[config.mk]
export PLATFORM = sky130hd
export DESIGN_NAME = serial_add_ctrl_flat
export DESIGN_NICKNAME = d
export VERILOG_FILES = /design/src/rtl/serial_add_pkg.sv /design/src/rtl/serial_add_ctrl_if.sv /design/src/rtl/full_add_cell.sv /design/src/rtl/serial_add_ctrl.sv /design/src/flat_wrapper.sv
export SDC_FILE = /design/constraint.sdc
export NUM_CORES = 1
export LEC_CHECK = 0
export CAP_MARGIN = 25
export CORE_MARGIN = 1
export CORE_UTILIZATION = 30
export DETAILED_ROUTE_END_ITERATION = 12
export PLACE_DENSITY = 0.59
export REMOVE_ABC_BUFFERS = 1
export SKIP_LAST_GASP = 1
export SYNTH_ARGS = -nofsm -noshare
export SYNTH_HDL_FRONTEND = slang
export SYNTH_SLANG_ARGS = --single-unit
[constraint.sdc]
create_clock -name clk -period 1.99 [get_ports clk]
set_clock_uncertainty 0.15 [all_clocks]
set_input_delay 0.597 -clock clk [delete_from_list [all_inputs] [get_ports clk]]
set_output_delay 0.597 -clock clk [all_outputs]
set_load 0.1 [all_outputs]
[src/rtl/serial_add_pkg.sv]
// ----------------------------------------------------------------------------
// serial_add_pkg
//   Shared types and helpers for the bit-serial adder controller.
//   - state_t    : controller state encoding (IDLE, RUN, DONE), 2 bits
//   - cnt_width(): bit-position counter width derived from the operand width
// ----------------------------------------------------------------------------
package serial_add_pkg;

    typedef enum logic [1:0] {
        IDLE = 2'd0,
        RUN  = 2'd1,
        DONE = 2'd2
    } state_t;

    // Counter must index bit positions 0..w-1; keep at least one bit so the
    // declaration stays legal for the smallest operand widths.
    function automatic int cnt_width(input int w);
        return (w > 1) ? $clog2(w) : 1;
    endfunction

endpackage

[src/rtl/serial_add_ctrl_if.sv]
// ----------------------------------------------------------------------------
// serial_add_ctrl_if
//   Producer/consumer handshake bundle for the bit-serial adder.
//   Input side : in_valid, in_ready, a, b, cin
//   Output side: out_valid, out_ready, sum, cout
//   Modports   : slave  - the adder controller
//                master - the environment (producer + consumer)
// ----------------------------------------------------------------------------
interface serial_add_ctrl_if #(
    parameter int WIDTH = 8
);
    logic             in_valid;
    logic             in_ready;
    logic [WIDTH-1:0] a;
    logic [WIDTH-1:0] b;
    logic             cin;
    logic             out_valid;
    logic             out_ready;
    logic [WIDTH-1:0] sum;
    logic             cout;

    modport slave (
        input  in_valid, a, b, cin, out_ready,
        output in_ready, out_valid, sum, cout
    );

    modport master (
        output in_valid, a, b, cin, out_ready,
        input  in_ready, out_valid, sum, cout
    );
endinterface

[src/rtl/full_add_cell.sv]
// ----------------------------------------------------------------------------
// full_add_cell
//   Purely combinational 1-bit full adder, time-shared by the controller.
//   Ports: a, b, cin (inputs) -> s (sum bit), c (carry out)
// ----------------------------------------------------------------------------
module full_add_cell (
    input  logic a,
    input  logic b,
    input  logic cin,
    output logic s,
    output logic c
);
    logic p;

    // Propagate term shared by sum and carry.
    assign p = a ^ b;
    assign s = p ^ cin;
    assign c = (a & b) | (p & cin);
endmodule

[src/rtl/serial_add_ctrl.sv]
// ----------------------------------------------------------------------------
// serial_add_ctrl
//   Bit-serial adder controller: adds two WIDTH-bit operands plus carry-in by
//   running one full_add_cell LSB-first over WIDTH clock cycles, keeping the
//   carry in a flop between bits.
//   Ports:
//     clk   - single clock, rising edge
//     rst_n - asynchronous active-low reset
//     bus   - serial_add_ctrl_if.slave: in_valid/in_ready/a/b/cin from the
//             producer, out_valid/out_ready/sum/cout to the consumer
//   Result {cout,sum} = a + b + cin; out_valid rises WIDTH cycles after the
//   accepting edge and holds until out_ready.
// ----------------------------------------------------------------------------
module serial_add_ctrl
    import serial_add_pkg::*;
#(
    parameter int WIDTH = 8
) (
    input  logic                clk,
    input  logic                rst_n,
    serial_add_ctrl_if.slave    bus
);
    localparam int               CNT_W = cnt_width(WIDTH);
    localparam logic [CNT_W-1:0] LAST  = CNT_W'(WIDTH - 1);

    state_t           state_q, state_d;
    logic [WIDTH-1:0] a_q;
    logic [WIDTH-1:0] b_q;
    logic [WIDTH-1:0] sum_q;
    logic             carry_q;
    logic [CNT_W-1:0] cnt_q;
    logic             cell_s;
    logic             cell_c;

    full_add_cell u_cell (
        .a   (a_q[0]),
        .b   (b_q[0]),
        .cin (carry_q),
        .s   (cell_s),
        .c   (cell_c)
    );

    // State register
    always_ff @(posedge clk or negedge rst_n) begin
        if (!rst_n) begin
            state_q <= IDLE;
        end else begin
            state_q <= state_d;
        end
    end

    // Next-state logic
    always_comb begin
        state_d = state_q;
        case (state_q)
            IDLE:    if (bus.in_valid)  state_d = RUN;
            RUN:     if (cnt_q == LAST) state_d = DONE;
            DONE:    if (bus.out_ready) state_d = IDLE;
            default: state_d = IDLE;
        endcase
    end

    // Operand shifters, result shifter, carry flop and bit counter
    always_ff @(posedge clk or negedge rst_n) begin
        if (!rst_n) begin
            a_q     <= '0;
            b_q     <= '0;
            sum_q   <= '0;
            carry_q <= 1'b0;
            cnt_q   <= '0;
        end else begin
            case (state_q)
                IDLE: begin
                    if (bus.in_valid) begin
                        a_q     <= bus.a;
                        b_q     <= bus.b;
                        carry_q <= bus.cin;
                        sum_q   <= '0;
                        cnt_q   <= '0;
                    end
                end
                RUN: begin
                    // Result bits enter at the MSB so that after WIDTH shifts
                    // the first (LSB) cell output lands in sum_q[0].
                    sum_q   <= {cell_s, sum_q[WIDTH-1:1]};
                    a_q     <= {1'b0, a_q[WIDTH-1:1]};
                    b_q     <= {1'b0, b_q[WIDTH-1:1]};
                    carry_q <= cell_c;
                    // Saturate at the last bit position; the next accept
                    // clears it, so no wrap is ever visible.
                    if (cnt_q != LAST) begin
                        cnt_q <= cnt_q + CNT_W'(1);
                    end
                end
                default: ;
            endcase
        end
    end

    assign bus.in_ready  = (state_q == IDLE);
    assign bus.out_valid = (state_q == DONE);
    assign bus.sum       = sum_q;
    assign bus.cout      = carry_q;
endmodule

[src/flat_wrapper.sv]
// flat-port wrapper written by rule: the top's interface ports become plain ports
module serial_add_ctrl_flat import serial_add_pkg::*;
#(
    parameter int WIDTH = 8
)
  (clk, rst_n, bus_in_valid, bus_a, bus_b, bus_cin, bus_out_ready, bus_in_ready, bus_out_valid, bus_sum, bus_cout);
  serial_add_ctrl_if #(.WIDTH(WIDTH)) bus_i ();
  input  logic clk;
  input  logic rst_n;
  input wire logic [$bits(bus_i.in_valid)-1:0] bus_in_valid;
  input wire logic [$bits(bus_i.a)-1:0] bus_a;
  input wire logic [$bits(bus_i.b)-1:0] bus_b;
  input wire logic [$bits(bus_i.cin)-1:0] bus_cin;
  input wire logic [$bits(bus_i.out_ready)-1:0] bus_out_ready;
  output wire logic [$bits(bus_i.in_ready)-1:0] bus_in_ready;
  output wire logic [$bits(bus_i.out_valid)-1:0] bus_out_valid;
  output wire logic [$bits(bus_i.sum)-1:0] bus_sum;
  output wire logic [$bits(bus_i.cout)-1:0] bus_cout;
  assign bus_i.in_valid = bus_in_valid;
  assign bus_i.a = bus_a;
  assign bus_i.b = bus_b;
  assign bus_i.cin = bus_cin;
  assign bus_i.out_ready = bus_out_ready;
  assign bus_in_ready = bus_i.in_ready;
  assign bus_out_valid = bus_i.out_valid;
  assign bus_sum = bus_i.sum;
  assign bus_cout = bus_i.cout;
  serial_add_ctrl #(.WIDTH(WIDTH)) u_core (.clk(clk), .rst_n(rst_n), .bus(bus_i));
endmodule
After elaboration in Yosys (flattened, before gate mapping)

Cells that the tools add are included.

Register bits after elaboration: 30
Bits of input ports: 21
Output and inout bits: 11
Word-level logic and storage cells: 40

Add/sub/neg operators: 1
Equal/unequal tests: 8
Mux-type cells: 15
Bitwise operators: 5
Reductions and logical operators: 5

Operators with widths:

| cell                  | number |
|---|---|
| $pmux W8 S2           | 3 |
| $mux W8               | 3 |
| $mux W2               | 3 |
| $mux W3               | 2 |
| $pmux W2 S3           | 1 |
| $pmux W3 S2           | 1 |
| $reduce_and A3 Y1     | 2 |
| $ne A2 B1 Y1 const B  | 2 |
| $ne A2 B2 Y1 const B  | 2 |
| $add A3 B1 Y3 const B | 1 |
| $eq A3 B3 Y1 const B  | 1 |
| $ne A3 B3 Y1 const B  | 1 |
| $and A1 B1 Y1         | 2 |
| $eq A2 B1 Y1 const B  | 1 |
| $eq A2 B2 Y1 const B  | 1 |
| $logic_not A2 Y1      | 1 |
| $pmux W1 S2           | 1 |
| $reduce_and A2 Y1     | 1 |
| $reduce_bool A2 Y1    | 1 |
| $xor A1 B1 Y1         | 2 |
| $mux W1               | 1 |
| $or A1 B1 Y1          | 1 |

Depth between registers and ports, before layout

Word-level depth: 4
Gate-level depth with buffers: 4
Depth with buffers taken out: 4

By module

From an unflattened synthesis, not the netlist that was laid out.

Cells, all modules: 119
Area total of the unflattened synthesis: 1,417.6 sq um

By module, submodules not included:

| module          | times used | cells an instance | area each (sq um) | sequential area each (sq um) |
|---|---|---|---|---|
| serial_add_ctrl | 1          | 118               | 1,397.6           | 750.7 |
| full_add_cell   | 1          | 1                 | 20.0              | 0.0 |

Worst setup path before layout

OpenSTA, ideal clock, no wires.

Path type: register to output
Start point: register u_core.state_q[0]
End point: output bus_in_ready
Arrival: 1.876 ns
Slack: -0.633 ns
Stages on the path, launching flop included: 3
Cells stage by stage: dfrtp_1 buf_6 nor2_1

Longest elaborated chain between the ends: 1

RTL lines:

| item                   | line                   | source |
|---|---|---|
| start, declared        | serial_add_ctrl.sv:26  | `state_t state_q, state_d;` |
| start signal, assigned | serial_add_ctrl.sv:48  | `state_q <= state_d;` |
| $logic_not A2 Y1       | serial_add_ctrl.sv:100 | `assign bus.in_ready = (state_q == IDLE);` |
| end, declared          | flat_wrapper.sv:15     | `output wire logic [$bits(bus_i.in_ready)-1:0] bus_in_ready;` |

Every way passes these cells.

Worst setup path in the final report

Start point: register u_core.state_q[1]
End point: output bus_in_ready

Same word-level chain as after synthesis.

==> out/summary.md <==
The flow ran to the end, and the final reports show no timing, DRC or antenna violations. Setup repair after global routing left no endpoint under its margin. Synthesis produced a netlist whose cell count is 132. The final setup violation count was 0; the total of buffers placed on input and output ports was 31. The die is 74.52 um tall. The number of storage elements in the synthesis netlist came out at 30.

For the worst flop-to-flop path, the logic depth is 3. The run gives 0 as the final hold violation count. The synthesized netlist devotes 0% of its cell area to XOR and XNOR gates.

The area share of and/or/nand/nor cells after synthesis came out at 19.27%. Final critical-path required period: 1.903 ns. The clock net in this run drives a total of 30 sinks. Once detail routing completed, the nets flagged for antenna violations numbered 0. Once layout is done, the placed cells without fillers occupy 2166 um2. The wire length per cell was 13.94 um. The library cells used most frequently in the layout, excluding fill and tap cells, are sky130_fd_sc_hd__dfrtp_1 (29), sky130_fd_sc_hd__clkdlybuf4s50_1 (20), sky130_fd_sc_hd__inv_1 (17). Buffers added to address setup during post-CTS repair amount to 0.

The region available for standard cell placement spans 5075 um2. The die outline area is 5553 um2, and the portion of netlist area occupied by mux cells is 0%. The number of cells traversed by the worst hold path works out to 1. Source of the worst hold timing path: u_core.a_q[7].

The count of max-cap constraint violations was 0. The leakage power total came out at 0.9464 nW. Stage delay of the slowest cell on the critical path: 0.46 ns. The tightest slew margin relative to the limit is 49.71%, and the buffer levels on the longest clock path is 2. The layout cell share with drive strength beyond 1 works out to 24.26%. The tightest min-delay check is of the reg -> reg type. The area of placed instances is 2071 um2. The count of boundary I/O pins was 32. The startpoint identified for the worst register-to-register timing path is u_core.state_q[0]. From left edge to right edge, the die measures 74.52 um. Among cell families on the critical path, the largest total delay comes from flip-flops. STA classifies the critical path endpoint as a primary output.

The first global-routing pass estimated 5589 um of wire. The logs give 0 ns for the final total negative setup slack and 0.7072 for the placer's final routability congestion estimate. The cell total after placement came out at 231.

The number of antenna violations at the first check in global routing was 0. For the count of placed standard cells in the final layout, fillers left out, the log shows 239. STA puts the critical path data arrival time at 1.16 ns. The area fraction in compound gates after synthesis is 19.75%, and the detailed-route wire length is 3331 um. The dominant combinational cell family by area after synthesis is compound AO/OA/AOI/OAI gates.

In this run the mean area of a mapped cell was 11.95 um2. The routed layout has 1172 vias. The logs give 5 for the total clock buffers created by CTS and 0.28 ns for the clock insertion delay at the later pin of the skew report. The number of max-slew violations in the final report is 0, and the initial detailed-routing violation count is 35. IR analysis of the VDD net gives a maximum drop of 0.7320 mV. The tools report the residual DRC count as 0. For the pin with the worst max-slew slack, the measured transition is 0.7527 ns. Relative to the synthesized area, the layout overhead comes to 37.27%. The worst setup path is launched from a flop.

The biggest fanout along the worst timing path is 8. The most used flip-flop cell after synthesis is sky130_fd_sc_hd__dfrtp_1. After floorplanning, the core was divided into 26 placement rows.

In this run the cell area of the synthesized design comes to 1578 um2. The layout has 476 filler cells. Using the TritonRoute via totals, the vias-per-cell ratio works out to 4.904.

Share of the cycle needed by the critical path after routing: 95.64%. STA puts the critical path data required time at 1.24 ns. TritonCTS built the clock tree. The clock-pin slew of the registers on the worst-case setup and hold paths works out to 0.06 ns.

In this run the power density over the cells is 1715 nW/um2. CTS built an H-tree with a depth of 2. The most frequent standard cell in the layout excluding fill and tap cells is sky130_fd_sc_hd__dfrtp_1.

Static timing analysis puts the maximum clock frequency at 525.4 MHz. The Yosys step of the flow raised 0 warnings. The cell with the biggest individual delay on the critical path is sky130_fd_sc_hd__dfrtp_2. The number of flops mapped to enable cells by yosys was 0. In the global route stage, overall resource usage came out at 13.39%.

Traced cell by cell, the critical path runs through nor2_2 -> buf_12. The count of buffer and inverter cells on the critical path was 1; the utilization after layout was 42.68%. Via count of the first global-routing pass: 1227. The synthesized netlist contains 26 unique library cells. The initial utilization of the core area, before any placement, comes to 31.09%. Hold repair after CTS inserted 0 buffers.

For this run, the detailed router's first-pass iteration total came to 4. The sequential element share of the synthesized area was 47.58%. The library cell used as clock root buffer is sky130_fd_sc_hd__clkbuf_8. The tools report the remaining global-route overflow as 0. The first element of the critical path is u_core.state_q[1]. Of the total synthesized cell area, the portion taken by full adders, half adders and majority gates is 2.855%. The worst setup slack for register-to-register paths is 0.16 ns, and the number of stages on the worst setup path is 2. The maximum number of pins on one net before global-route repair is 31, and the number of inserted diodes is 0.

The net count of the finished layout is 192. For this run, asynchronously set or reset flops after synthesis account for 100.0%. The kind of critical path is reg -> out.

The run gives 2356 um as the HPWL after detailed placement.
==> synth_stat cells (3+ instances only) <==
| cell type | instances | area share [%] |
|---|---|---|
| sky130_fd_sc_hd__a211o_1 | 3 | 1.7 |
| sky130_fd_sc_hd__a211oi_1 | 4 | 1.9 |
| sky130_fd_sc_hd__a211oi_2 | 9 | 7.1 |
| sky130_fd_sc_hd__a22o_1 | 9 | 5.0 |
| sky130_fd_sc_hd__and3_1 | 3 | 1.2 |
| sky130_fd_sc_hd__buf_2 | 4 | 1.3 |
| sky130_fd_sc_hd__buf_6 | 5 | 3.6 |
| sky130_fd_sc_hd__dfrtp_1 | 30 | 48 |
| sky130_fd_sc_hd__inv_1 | 17 | 4.0 |
| sky130_fd_sc_hd__nor2b_1 | 3 | 1.2 |
| sky130_fd_sc_hd__nor3b_1 | 13 | 6.2 |
| sky130_fd_sc_hd__nor4b_1 | 14 | 7.8 |
==> cell type report <==
class                   instances  area, um2  area share [%]
inverters                      17      63.81           2.946
well taps                      70      87.58           4.044
flip-flops and latches         30      752.0           34.72
clock buffers                   7      86.33           3.986
multi-input cells              73      663.1           30.62
repair buffers                 41      508.0           23.45
clock inverters                 1      5.005          0.2311
==> path summary, 6_finish.rpt <==
| path | end |
|---|---|
| worst min-delay path | u_core.a_q[7] |
| worst min register to register | u_core.a_q[7] |
| min in group asynchronous | u_core.bus.cout |
| worst max register to register | u_core.a_q[4] |
| max in group asynchronous | u_core.state_q[1] |
| worst max-delay path | bus_in_ready |
==> layer usage <==
layer	up-vias	wire [um]	global-route usage, %	part of all wire (%)
li1	559	-	-	-
met3	6	163	4.336	4.9
met4	0	51	5.660	1.5
met5	-	0	0	0
met2	30	1543	22.72	46
met1	577	1572	15.48	47
==> per-stage QoR <==
stage	hold slack, ns	worst slack, ns	power (W)
after global routing	0.3756	0.01059	0.003942
after global placement	0.3264	0.0002933	0.003166
after floorplan	0.1514	-0.8781	0.002448
final	0.3595	0.08684	0.003715
after CTS	0.3598	0.03017	0.003754
after detailed placement	0.3452	-0.04405	0.003230
==> cells by family (layout without fill, tap and decap cells) <==
group	after synthesis	in the layout
AND/OR/NAND/NOR	39	39
AO/OA/AOI/OAI	31	31
flip-flops	30	30
buffers and inverters	29	66
adder cells (fa/ha/maj)	3	3
==> power breakdown <==
group	switching (W)	internal (W)	total [W]
clock	0.000220	0.000278	0.000498
sequential	0.000211	0.000884	0.00109
combinational	0.00123	0.000891	0.00212
==> worst reg2reg max path, cell delays in order, from the launching register on <==
cell,delay (ns)
sky130_fd_sc_hd__dfrtp_1,0.39
sky130_fd_sc_hd__buf_4,0.25
sky130_fd_sc_hd__nor2b_1,0.65
sky130_fd_sc_hd__a222oi_1,0.24
==> state kept, by name (all words and copies together) (netlist names) <==
register,count
u_core.a_q,8
u_core.bus.cout,1
u_core.cnt_q,3
u_core.state_q,2
u_core.bus.sum,8
u_core.b_q,8
==> timing repair <==
item,in CTS,in global routing
endpoints found under the setup margin,1,2
gates resized for setup,1,1
pin swaps,0,0
(Power assumes the default switching activity.)
